--- config.mk ---
export PLATFORM = sky130hd
export DESIGN_NAME = writeback_unit_flat
export DESIGN_NICKNAME = d
export VERILOG_FILES = /design/src/rtl/writeback_unit_pkg.sv /design/src/rtl/writeback_unit_if.sv /design/src/rtl/writeback_unit_load_fifo.sv /design/src/rtl/writeback_unit.sv /design/src/flat_wrapper.sv
export SDC_FILE = /design/constraint.sdc
export NUM_CORES = 1
export LEC_CHECK = 0
export BUFFER_PORTS_ARGS = -buffer_cell sky130_fd_sc_hd__buf_4
export CAP_MARGIN = 5
export CELL_PAD_IN_SITES_DETAIL_PLACEMENT = 1
export CELL_PAD_IN_SITES_GLOBAL_PLACEMENT = 2
export CORE_UTILIZATION = 41
export CTS_CLUSTER_SIZE = 24
export DETAILED_ROUTE_END_ITERATION = 16
export HOLD_SLACK_MARGIN = 0.15
export PLACE_DENSITY = 0.82
export SYNTH_ARGS = -nofsm -noshare
export SYNTH_HDL_FRONTEND = slang
export SYNTH_SLANG_ARGS = --single-unit
--- constraint.sdc ---
create_clock -name clk -period 2.45 [get_ports clk]
set_input_delay 0.49 -clock clk [delete_from_list [all_inputs] [get_ports clk]]
set_output_delay 0.49 -clock clk [all_outputs]
set_load 0.01 [all_outputs]
--- src/rtl/writeback_unit_pkg.sv ---
// Shared widths and the write-request record for the register-file writeback path.
// Optional result forwarding is enabled by defining WB_FWD_EN.
package wb_pkg;

  localparam int WbDataWidth  = 16;
  localparam int WbNumRegs    = 16;
  localparam int WbAddrWidth  = $clog2(WbNumRegs);
  localparam int WbLoadQDepth = 4;

  typedef struct packed {
    logic [WbAddrWidth-1:0] addr;
    logic [WbDataWidth-1:0] data;
  } wb_req_t;

endpackage

--- src/rtl/writeback_unit_if.sv ---
// Writeback bundle: issue reservation, ALU/load results, register-file write port and hazard checks.
// Forwarding outputs exist only when WB_FWD_EN is defined.
interface writeback_unit_if
  import wb_pkg::*;
#(
  parameter int DataWidth = WbDataWidth,
  parameter int AddrWidth = WbAddrWidth
);

  logic                 issue_valid;
  logic [AddrWidth-1:0] issue_addr;
  logic                 issue_stall;
  logic                 alu_valid;
  logic [AddrWidth-1:0] alu_addr;
  logic [DataWidth-1:0] alu_data;
  logic                 ld_valid;
  logic                 ld_ready;
  logic [AddrWidth-1:0] ld_addr;
  logic [DataWidth-1:0] ld_data;
  logic                 reg_w_en;
  logic [AddrWidth-1:0] addr_in;
  logic [DataWidth-1:0] reg_in;
  logic [AddrWidth-1:0] chk_addr1;
  logic [AddrWidth-1:0] chk_addr2;
  logic                 chk_busy1;
  logic                 chk_busy2;
`ifdef WB_FWD_EN
  logic                 fwd_hit1;
  logic                 fwd_hit2;
  logic [DataWidth-1:0] fwd_data1;
  logic [DataWidth-1:0] fwd_data2;
`endif

  modport master (
    output issue_valid, issue_addr, alu_valid, alu_addr, alu_data,
           ld_valid, ld_addr, ld_data, chk_addr1, chk_addr2,
`ifdef WB_FWD_EN
    input  fwd_hit1, fwd_hit2, fwd_data1, fwd_data2,
`endif
    input  issue_stall, ld_ready, reg_w_en, addr_in, reg_in, chk_busy1, chk_busy2
  );

  modport slave (
    input  issue_valid, issue_addr, alu_valid, alu_addr, alu_data,
           ld_valid, ld_addr, ld_data, chk_addr1, chk_addr2,
`ifdef WB_FWD_EN
    output fwd_hit1, fwd_hit2, fwd_data1, fwd_data2,
`endif
    output issue_stall, ld_ready, reg_w_en, addr_in, reg_in, chk_busy1, chk_busy2
  );

endinterface

--- src/rtl/writeback_unit_load_fifo.sv ---
// Small synchronous FIFO holding load results while the ALU owns the write port.
module wb_load_fifo
  import wb_pkg::*;
#(
  parameter int Depth = WbLoadQDepth
) (
  input  logic    clk,
  input  logic    rst_n,
  input  logic    push,
  input  wb_req_t push_data,
  input  logic    pop,
  output logic    full,
  output logic    empty,
  output wb_req_t head
);

  localparam int PtrWidth = $clog2(Depth);
  localparam int CntWidth = PtrWidth + 1;

  wb_req_t               mem_q [Depth];
  wb_req_t               mem_d [Depth];
  logic [PtrWidth-1:0]   wr_ptr_q, wr_ptr_d;
  logic [PtrWidth-1:0]   rd_ptr_q, rd_ptr_d;
  logic [CntWidth-1:0]   count_q, count_d;
  logic                  do_push;
  logic                  do_pop;

  assign full    = (count_q == CntWidth'(Depth));
  assign empty   = (count_q == '0);
  assign head    = mem_q[rd_ptr_q];
  assign do_push = push && !full;
  assign do_pop  = pop && !empty;

  // Power-of-two depth lets the pointers wrap naturally.
  always_comb begin
    mem_d    = mem_q;
    wr_ptr_d = wr_ptr_q;
    rd_ptr_d = rd_ptr_q;
    if (do_push) begin
      mem_d[wr_ptr_q] = push_data;
      wr_ptr_d        = wr_ptr_q + PtrWidth'(1);
    end
    if (do_pop) begin
      rd_ptr_d = rd_ptr_q + PtrWidth'(1);
    end
    count_d = count_q + CntWidth'(do_push) - CntWidth'(do_pop);
  end

  always_ff @(posedge clk or negedge rst_n) begin
    if (!rst_n) begin
      for (int i = 0; i < Depth; i++) begin
        mem_q[i] <= '0;
      end
      wr_ptr_q <= '0;
      rd_ptr_q <= '0;
      count_q  <= '0;
    end else begin
      mem_q    <= mem_d;
      wr_ptr_q <= wr_ptr_d;
      rd_ptr_q <= rd_ptr_d;
      count_q  <= count_d;
    end
  end

endmodule

--- src/rtl/writeback_unit.sv ---
// Register-file write port arbiter (ALU over queued loads) with a per-register pending scoreboard.
// Define WB_FWD_EN to forward the value on the write port to the hazard-check outputs.
module writeback_unit
  import wb_pkg::*;
#(
  parameter int DataWidth  = WbDataWidth,
  parameter int NumRegs    = WbNumRegs,
  parameter int AddrWidth  = $clog2(NumRegs),
  parameter int LoadQDepth = WbLoadQDepth
) (
  input  logic             clk,
  input  logic             rst_n,
  writeback_unit_if.slave  wb
);

  wb_req_t              ld_req;
  wb_req_t              fifo_head;
  logic                 fifo_push;
  logic                 fifo_pop;
  logic                 fifo_full;
  logic                 fifo_empty;
  logic                 issue_stall;
  logic                 reg_w_en_q, reg_w_en_d;
  logic [AddrWidth-1:0] addr_in_q, addr_in_d;
  logic [DataWidth-1:0] reg_in_q, reg_in_d;
  logic [NumRegs-1:0]   pending_q, pending_d;

  assign ld_req    = '{addr: wb.ld_addr, data: wb.ld_data};
  assign fifo_push = wb.ld_valid && !fifo_full;
  assign fifo_pop  = !wb.alu_valid && !fifo_empty;

  wb_load_fifo #(
    .Depth (LoadQDepth)
  ) u_load_fifo (
    .clk       (clk),
    .rst_n     (rst_n),
    .push      (fifo_push),
    .push_data (ld_req),
    .pop       (fifo_pop),
    .full      (fifo_full),
    .empty     (fifo_empty),
    .head      (fifo_head)
  );

  // The ALU is never back-pressured, so it always wins; the FIFO head simply waits.
  always_comb begin
    reg_w_en_d = 1'b0;
    addr_in_d  = addr_in_q;
    reg_in_d   = reg_in_q;
    if (wb.alu_valid) begin
      reg_w_en_d = 1'b1;
      addr_in_d  = wb.alu_addr;
      reg_in_d   = wb.alu_data;
    end else if (!fifo_empty) begin
      reg_w_en_d = 1'b1;
      addr_in_d  = fifo_head.addr;
      reg_in_d   = fifo_head.data;
    end
  end

  // A register being written this cycle is still pending, so a stall blocks any same-index set.
  always_comb begin
    issue_stall = wb.issue_valid && pending_q[wb.issue_addr];
    pending_d   = pending_q;
    if (reg_w_en_q) begin
      pending_d[addr_in_q] = 1'b0;
    end
    if (wb.issue_valid && !issue_stall) begin
      pending_d[wb.issue_addr] = 1'b1;
    end
  end

  always_ff @(posedge clk or negedge rst_n) begin
    if (!rst_n) begin
      reg_w_en_q <= 1'b0;
      addr_in_q  <= '0;
      reg_in_q   <= '0;
      pending_q  <= '0;
    end else begin
      reg_w_en_q <= reg_w_en_d;
      addr_in_q  <= addr_in_d;
      reg_in_q   <= reg_in_d;
      pending_q  <= pending_d;
    end
  end

  assign wb.issue_stall = issue_stall;
  assign wb.ld_ready    = !fifo_full;
  assign wb.reg_w_en    = reg_w_en_q;
  assign wb.addr_in     = addr_in_q;
  assign wb.reg_in      = reg_in_q;

`ifdef WB_FWD_EN
  // A hit means decode can take the value off the write port instead of waiting a cycle.
  assign wb.fwd_hit1  = reg_w_en_q && (addr_in_q == wb.chk_addr1);
  assign wb.fwd_hit2  = reg_w_en_q && (addr_in_q == wb.chk_addr2);
  assign wb.fwd_data1 = reg_in_q;
  assign wb.fwd_data2 = reg_in_q;
  assign wb.chk_busy1 = pending_q[wb.chk_addr1] && !wb.fwd_hit1;
  assign wb.chk_busy2 = pending_q[wb.chk_addr2] && !wb.fwd_hit2;
`else
  assign wb.chk_busy1 = pending_q[wb.chk_addr1];
  assign wb.chk_busy2 = pending_q[wb.chk_addr2];
`endif

endmodule

--- src/flat_wrapper.sv ---
// flat-port wrapper written by rule: the top's interface ports become plain ports
module writeback_unit_flat import wb_pkg::*;
#(
  parameter int DataWidth  = WbDataWidth,
  parameter int NumRegs    = WbNumRegs,
  parameter int AddrWidth  = $clog2(NumRegs),
  parameter int LoadQDepth = WbLoadQDepth
)
  (clk, rst_n, wb_issue_valid, wb_issue_addr, wb_alu_valid, wb_alu_addr, wb_alu_data, wb_ld_valid, wb_ld_addr, wb_ld_data, wb_chk_addr1, wb_chk_addr2, wb_issue_stall, wb_ld_ready, wb_reg_w_en, wb_addr_in, wb_reg_in, wb_chk_busy1, wb_chk_busy2);
  writeback_unit_if #(.DataWidth(DataWidth), .AddrWidth(AddrWidth)) wb_i ();
  input  logic clk;
  input  logic rst_n;
  input wire logic [$bits(wb_i.issue_valid)-1:0] wb_issue_valid;
  input wire logic [$bits(wb_i.issue_addr)-1:0] wb_issue_addr;
  input wire logic [$bits(wb_i.alu_valid)-1:0] wb_alu_valid;
  input wire logic [$bits(wb_i.alu_addr)-1:0] wb_alu_addr;
  input wire logic [$bits(wb_i.alu_data)-1:0] wb_alu_data;
  input wire logic [$bits(wb_i.ld_valid)-1:0] wb_ld_valid;
  input wire logic [$bits(wb_i.ld_addr)-1:0] wb_ld_addr;
  input wire logic [$bits(wb_i.ld_data)-1:0] wb_ld_data;
  input wire logic [$bits(wb_i.chk_addr1)-1:0] wb_chk_addr1;
  input wire logic [$bits(wb_i.chk_addr2)-1:0] wb_chk_addr2;
  output wire logic [$bits(wb_i.issue_stall)-1:0] wb_issue_stall;
  output wire logic [$bits(wb_i.ld_ready)-1:0] wb_ld_ready;
  output wire logic [$bits(wb_i.reg_w_en)-1:0] wb_reg_w_en;
  output wire logic [$bits(wb_i.addr_in)-1:0] wb_addr_in;
  output wire logic [$bits(wb_i.reg_in)-1:0] wb_reg_in;
  output wire logic [$bits(wb_i.chk_busy1)-1:0] wb_chk_busy1;
  output wire logic [$bits(wb_i.chk_busy2)-1:0] wb_chk_busy2;
  assign wb_i.issue_valid = wb_issue_valid;
  assign wb_i.issue_addr = wb_issue_addr;
  assign wb_i.alu_valid = wb_alu_valid;
  assign wb_i.alu_addr = wb_alu_addr;
  assign wb_i.alu_data = wb_alu_data;
  assign wb_i.ld_valid = wb_ld_valid;
  assign wb_i.ld_addr = wb_ld_addr;
  assign wb_i.ld_data = wb_ld_data;
  assign wb_i.chk_addr1 = wb_chk_addr1;
  assign wb_i.chk_addr2 = wb_chk_addr2;
  assign wb_issue_stall = wb_i.issue_stall;
  assign wb_ld_ready = wb_i.ld_ready;
  assign wb_reg_w_en = wb_i.reg_w_en;
  assign wb_addr_in = wb_i.addr_in;
  assign wb_reg_in = wb_i.reg_in;
  assign wb_chk_busy1 = wb_i.chk_busy1;
  assign wb_chk_busy2 = wb_i.chk_busy2;
  writeback_unit #(.DataWidth(DataWidth), .NumRegs(NumRegs), .AddrWidth(AddrWidth), .LoadQDepth(LoadQDepth)) u_core (.clk(clk), .rst_n(rst_n), .wb(wb_i));
endmodule
* After elaboration in Yosys (flattened, before gate mapping)
Index checks and enable logic that the tools add are counted.
** Operators by class
- Multiplexer cells :: 24
- Divide/modulo/power cells :: 0
- Reductions and logical operators :: 14
- $add $sub $neg :: 4
- Order comparisons :: 9
- Shift operators :: 0
- Multipliers :: 0
- Bitwise gates (word level) :: 5
- Equality and inequality tests :: 2
** Operators with widths (number)
- $bwmux W80 :: 1
- $mux W16 :: 4
- $mux W20 :: 3
- $bmux W20 S2 :: 1
- $demux W20 S2 :: 1
- $lt A4 B5 Y1 const B :: 4
- $and A16 B16 Y16 :: 1
- $not A16 Y16 :: 1
- $or A16 B16 Y16 :: 1
- $bmux W1 S4 :: 3
- $logic_and A1 B1 Y1 :: 9
- $demux W1 S4 :: 2
- $ge A4 B1 Y1 const B :: 2
- $mux W4 :: 2
- $mux W1 :: 7
- $ge A3 B3 Y1 const B :: 2
- $not A2 Y3 :: 2
- $add A2 B1 Y2 const B :: 2
- $logic_not A1 Y1 :: 4
- $add A3 B1 Y3 :: 1
- $eq A3 B3 Y1 const B :: 1
- $logic_not A3 Y1 :: 1
- $lt A3 B1 Y1 const B :: 1
- $sub A3 B1 Y3 :: 1
- $ne A2 B2 Y1 const B :: 1
** Storage, ports and cells
- Bits in read-only memories :: 0
- Word-level logic and storage cells :: 73
- Latch bits :: 0
- Register bits :: 124
- Input port bits :: 57
- Memory bits (writable) :: 0
- Output and inout port bits :: 25
- Memories :: 0

* Depth between registers and ports, before layout
- Depth in word-level cells :: 9
- Gate-level depth with buffers :: 10
- Gate-level depth less buffers :: 9

* Modules after synthesis
A second synthesis with hierarchy kept.
** Second synthesis, totals
- Cells, all modules :: 423
- Area, all modules :: 5957.0 sq um
** By module, submodules not included
- wb_load_fifo :: cells an instance 230, instances 1, sequential area each 2177.1 sq um, area each 3880.0 sq um
- writeback_unit :: cells an instance 193, instances 1, sequential area each 925.9 sq um, area each 2077.0 sq um

* Least setup slack after synthesis
Ideal clock, no wire load.
- Path type :: register to register
- From :: register u_core.u_load_fifo.count_q[1]
- To :: register u_core.u_load_fifo.count_q[2]
- Data arrival time :: 2118 ps
- Required time :: 2327 ps
- Path buffers :: 1
- Slack :: 209 ps
- Stages on the path, launching flop included :: 11
- Setup time :: 123 ps
- Period minus slack after synthesis :: 2241 ps
- Cells stage by stage :: dfrtp_1 nor3_1 or2_1 buf_2 inv_2 ha_1 inv_1 ha_1 fa_1 xnor2_1 xnor2_1
** Between the ends
- Elaborated cells between the ends (all ways) :: 10
- Those cells by class :: add/sub (2); eq/ne (1); reduce/logical (7)
** RTL lines
- start: declaration :: line writeback_unit_load_fifo.sv:24 : logic [CntWidth-1:0] count_q, count_d;
- start signal: assignment :: line writeback_unit_load_fifo.sv:61 : count_q <= count_d;
- $logic_not A3 Y1 * :: line writeback_unit_load_fifo.sv:29 : assign empty = (count_q == '0);
- $logic_not A1 Y1 * :: line writeback_unit_load_fifo.sv:32, writeback_unit.sv:30
- $logic_and A1 B1 Y1 :: line writeback_unit.sv:30 : assign fifo_pop = !wb.alu_valid && !fifo_empty;
- $logic_and A1 B1 Y1 * :: line writeback_unit_load_fifo.sv:32 : assign do_pop = pop && !empty;
- named net u_core.u_load_fifo.do_pop :: line writeback_unit_load_fifo.sv:26 : logic do_pop;
- $sub A3 B1 Y3 * :: line writeback_unit_load_fifo.sv:46 : count_d = count_q + CntWidth'(do_push) - CntWidth'(do_pop);
- named net u_core.u_load_fifo.count_d[2] :: line writeback_unit_load_fifo.sv:24
Mark *: on every way through the listed nets, which the timed path passes. The rest lies on a longest branch.
A chain may end at the register's enable or synchronous reset.

* Worst setup path in the final report
- From :: register u_core.pending_q[13]
- To :: output wb_issue_stall
** Between the ends
- Cells in the longest elaborated chain, start to end :: 3
** RTL lines
- start: declaration :: line writeback_unit.sv:26 : logic [NumRegs-1:0] pending_q, pending_d;
- start signal: assignment :: line writeback_unit.sv:83 : pending_q <= pending_d;
- $bmux W1 S4 :: line writeback_unit.sv:63 : issue_stall = wb.issue_valid && pending_q[wb.issue_addr];
- $mux W1 (not written as such) :: line writeback_unit.sv:63
- $logic_and A1 B1 Y1 :: line writeback_unit.sv:63
- end: declaration :: line flat_wrapper.sv:23 : output wire logic [$bits(wb_i.issue_stall)-1:0] wb_issue_stall;
Every way passes these cells. The select of a mux whose other input is x is not followed.

==> run metrics <==
largest cells by area after synthesis=dfrtp_1 53%, mux2_1 16%, mux4_2 12%; Synth area leader=dfrtp_1; CTS H-tree lvls=4; CP Launch Point=u_core.pending_q[13]$_DFF_PN0_; post-synthesis register bit count=124; Final Setup Violations=0; final hold viol count=0; synthesized cell area=5870 sq um; share of the synthesized area in the top cell type=0.528; Placer Congestion=0.832; total power=9.91 mW; Root Driver=clkbuf_16; global route overflow=0; NetSw=3.03 mW; Num Clock Sinks=124; fin crit share=0.928; number of DRC markers in iteration 0=156; fraction of layout instances using a drive strength above 1=0.329; pin count of the biggest net entering global routing=52; R2R Setup Slk=250 ps; initial antenna violation count=0; CP Max Fanout=5; commonest non-fill, non-tap cell in the layout=dfrtp_1; vias per cell=5.53; IO buf count=81; Reg clk slew, reported paths=60 ps; first-pass GRT wire length=23000 um; Slew HR=0.623; Die W=122 um; Gate Count Post-Synth=396; worst path required time=1960 ps; Nets=552; 1st-pass router iterations=6; commonest cells after routing, fill and taps aside=123 x dfrtp_1, 90 x buf_4, 82 x mux2_1; Area growth syn-to-layout=25.5%; CP max stage delay=520 ps; die area=14800 sq um; post-CTS sizing=0; final slew viol count=0; Crit Path Category=flip-flop to output port; CTS tree=done; Worst-Margin Slew=565 ps; Routed WL=14000 um; core area=13900 sq um; Reg power frac=0.391; CP max-delay cell=mux4_1; vias in the first global route=4335; Routed Antenna Nets=0; Comb pwr share=0.333; Setup Skew=5.82 ps; total CTS buffers=17; DRC Markers=0; Diodes inserted=0; worst reg2reg endpoint=u_core.u_load_fifo.count_q[2]$_DFF_PN0_; Reg2Reg Depth=8; worst skew pair latency=420 ps; Rows=43; Fin Hold WS=307 ps; Synth warnings=0; I/O pin total=82; RSZ-0062 raised after global routing=no; worst-path cell chain=mux4_1 > a32oi_1 > o31ai_1 > buf_4; worst vdd ir=0.631 mV; DP Wirelength=9700 um; end point of the critical path=wb_issue_stall; Critical Path Start Type=flip-flop; leakage=3.18 nW; Setup TNS Final=0 ps; WL/cell=20.5 um; power per cell area=1340 nW/um^2; f_max=440 MHz; HP Class=primary input to flip-flop; layout filler cell count=1353; outcome=completed; Max clock buf depth=2; Mean Syn Cell Area=14.8 sq um; unique cell type count in the Yosys netlist=37; die height=122 um; initial core utilization=0.422; min Tclk post-route=2270 ps; Crit path arrival time=1780 ps; via count=3768; sequential share of the synthesized area=0.528; GR Util All Layers=0.213; switch share=0.306; # Max-Cap Violations=0; Clock power frac=0.277; Syn Nets=460; r2r startpoint=u_core.u_load_fifo.count_q[1]$_DFF_PN0_; Setup crit end kind=output port; P_int=6.87 mW
## synthesized netlist by cell type
cell	n
dfrtp_1	124
mux2_1	82
mux4_2	31
nand2b_1	24
o221a_1	20
o21ai_0	13
o21ai_1	9
buf_4	8
clkbuf_1	8
mux2i_1	7
nand3_1	7
a21oi_1	6
ha_1	6
inv_1	6
nand2_1	5
nor2_1	5
buf_2	4
o21ai_2	4
xnor2_1	4
or3b_1	3
nand3b_1	2
nor2b_1	2
nor3b_1	2
a311o_1	1
a32oi_1	1
and3_1	1
buf_6	1
fa_1	1
inv_2	1
mux4_1	1
nor2b_4	1
nor3_1	1
o31ai_1	1
or2_1	1
or2_2	1
or3_4	1
xor2_1	1
## worst max-delay path, delay by kind of cell, from the launching register on
kind | cells | cell delay (ps)
multiplexers | 1 | 520
flip-flops | 1 | 450
AO/OA/AOI/OAI | 2 | 250
buffers and inverters | 1 | 150
## repair_timing
action | CTS | global route
hold endpoints to repair | 35 | 0
hold buffers | 1 | 0
buffers inserted | 0 | 0
## state kept, by name (all words and copies together) (netlist names)
signal	cells
u_core.u_load_fifo.wr_ptr_q	2
u_core.u_load_fifo.rd_ptr_q	2
u_core.u_load_fifo.mem_q	80
u_core.u_load_fifo.count_q	3
u_core.wb.reg_in	16
u_core.wb.reg_w_en	1
u_core.wb.addr_in	4
u_core.pending_q	16
## final cells by class
cell class,count,area (sq um),area share
repair buffers,94,746,0.101
inverters,7,26.3,0.00356
multi-input cells,244,2620,0.356
well taps,180,225,0.0305
clock inverters,13,195,0.0265
flip-flops and latches,124,3100,0.421
clock buffers,19,453,0.0614
## layer usage
metal	wire, um	GRT usage
met1	5770	0.252
met2	7270	0.368
met3	619	0.0524
met4	298	0.0934
met5	0	0
## power by group through the flow
stage	Combinational [mW]	Clock, mW	Sequential (mW)
floorplan	2.33	0	3.65
global placement	3.23	0	3.81
detailed placement	3.34	0	3.91
CTS	3.37	2.81	3.89
global route	3.62	2.88	4.03
finish	3.29	2.74	3.87
## worst min-delay path by stage
stage | endpoint | cells past startpoint | slack [ps] | startpoint
floorplan | u_core.pending_q[0]$_DFF_PN0_ | 0 | 190 | rst_n
finish | u_core.u_load_fifo.mem_q[1]$_DFFE_PN0P_ | 2 | 310 | wb_ld_data[1]
CTS | u_core.u_load_fifo.mem_q[48]$_DFFE_PN0P_ | 2 | 290 | wb_ld_data[8]
global placement | u_core.u_load_fifo.mem_q[33]$_DFFE_PN0P_ | 1 | 470 | u_core.u_load_fifo.mem_q[33]$_DFFE_PN0P_
detailed placement | u_core.u_load_fifo.mem_q[64]$_DFFE_PN0P_ | 1 | 480 | u_core.u_load_fifo.mem_q[64]$_DFFE_PN0P_
global route | u_core.u_load_fifo.mem_q[48]$_DFFE_PN0P_ | 2 | 300 | wb_ld_data[8]
## metrics by stage
step | std cells | setup WS (ps) | cell area [sq um] | utilization
3_3_place_gp | 648 | 315 | 6720 | 0.482
3_5_place_dp | 648 | 239 | 6720 | 0.482
6_report | 681 | 177 | 7370 | 0.529
5_1_grt | 681 | 52.6 | 7370 | 0.529
2_1_floorplan | 396 | 209 | 5870 | -
4_1_cts | 681 | 138 | 7370 | 0.529
## cell families after synthesis
kind of cell	after synthesis	share of synthesized area
and+or+nand+nor	56	0.0579
muxes	121	0.292
AOI/OAI and AO/OA	55	0.0726
adders and majority gates	7	0.0162
xor gates and xnor gates	5	0.00745
buffers and inverters	28	0.0251
DFF	124	0.528
(Power assumes the default switching activity.)
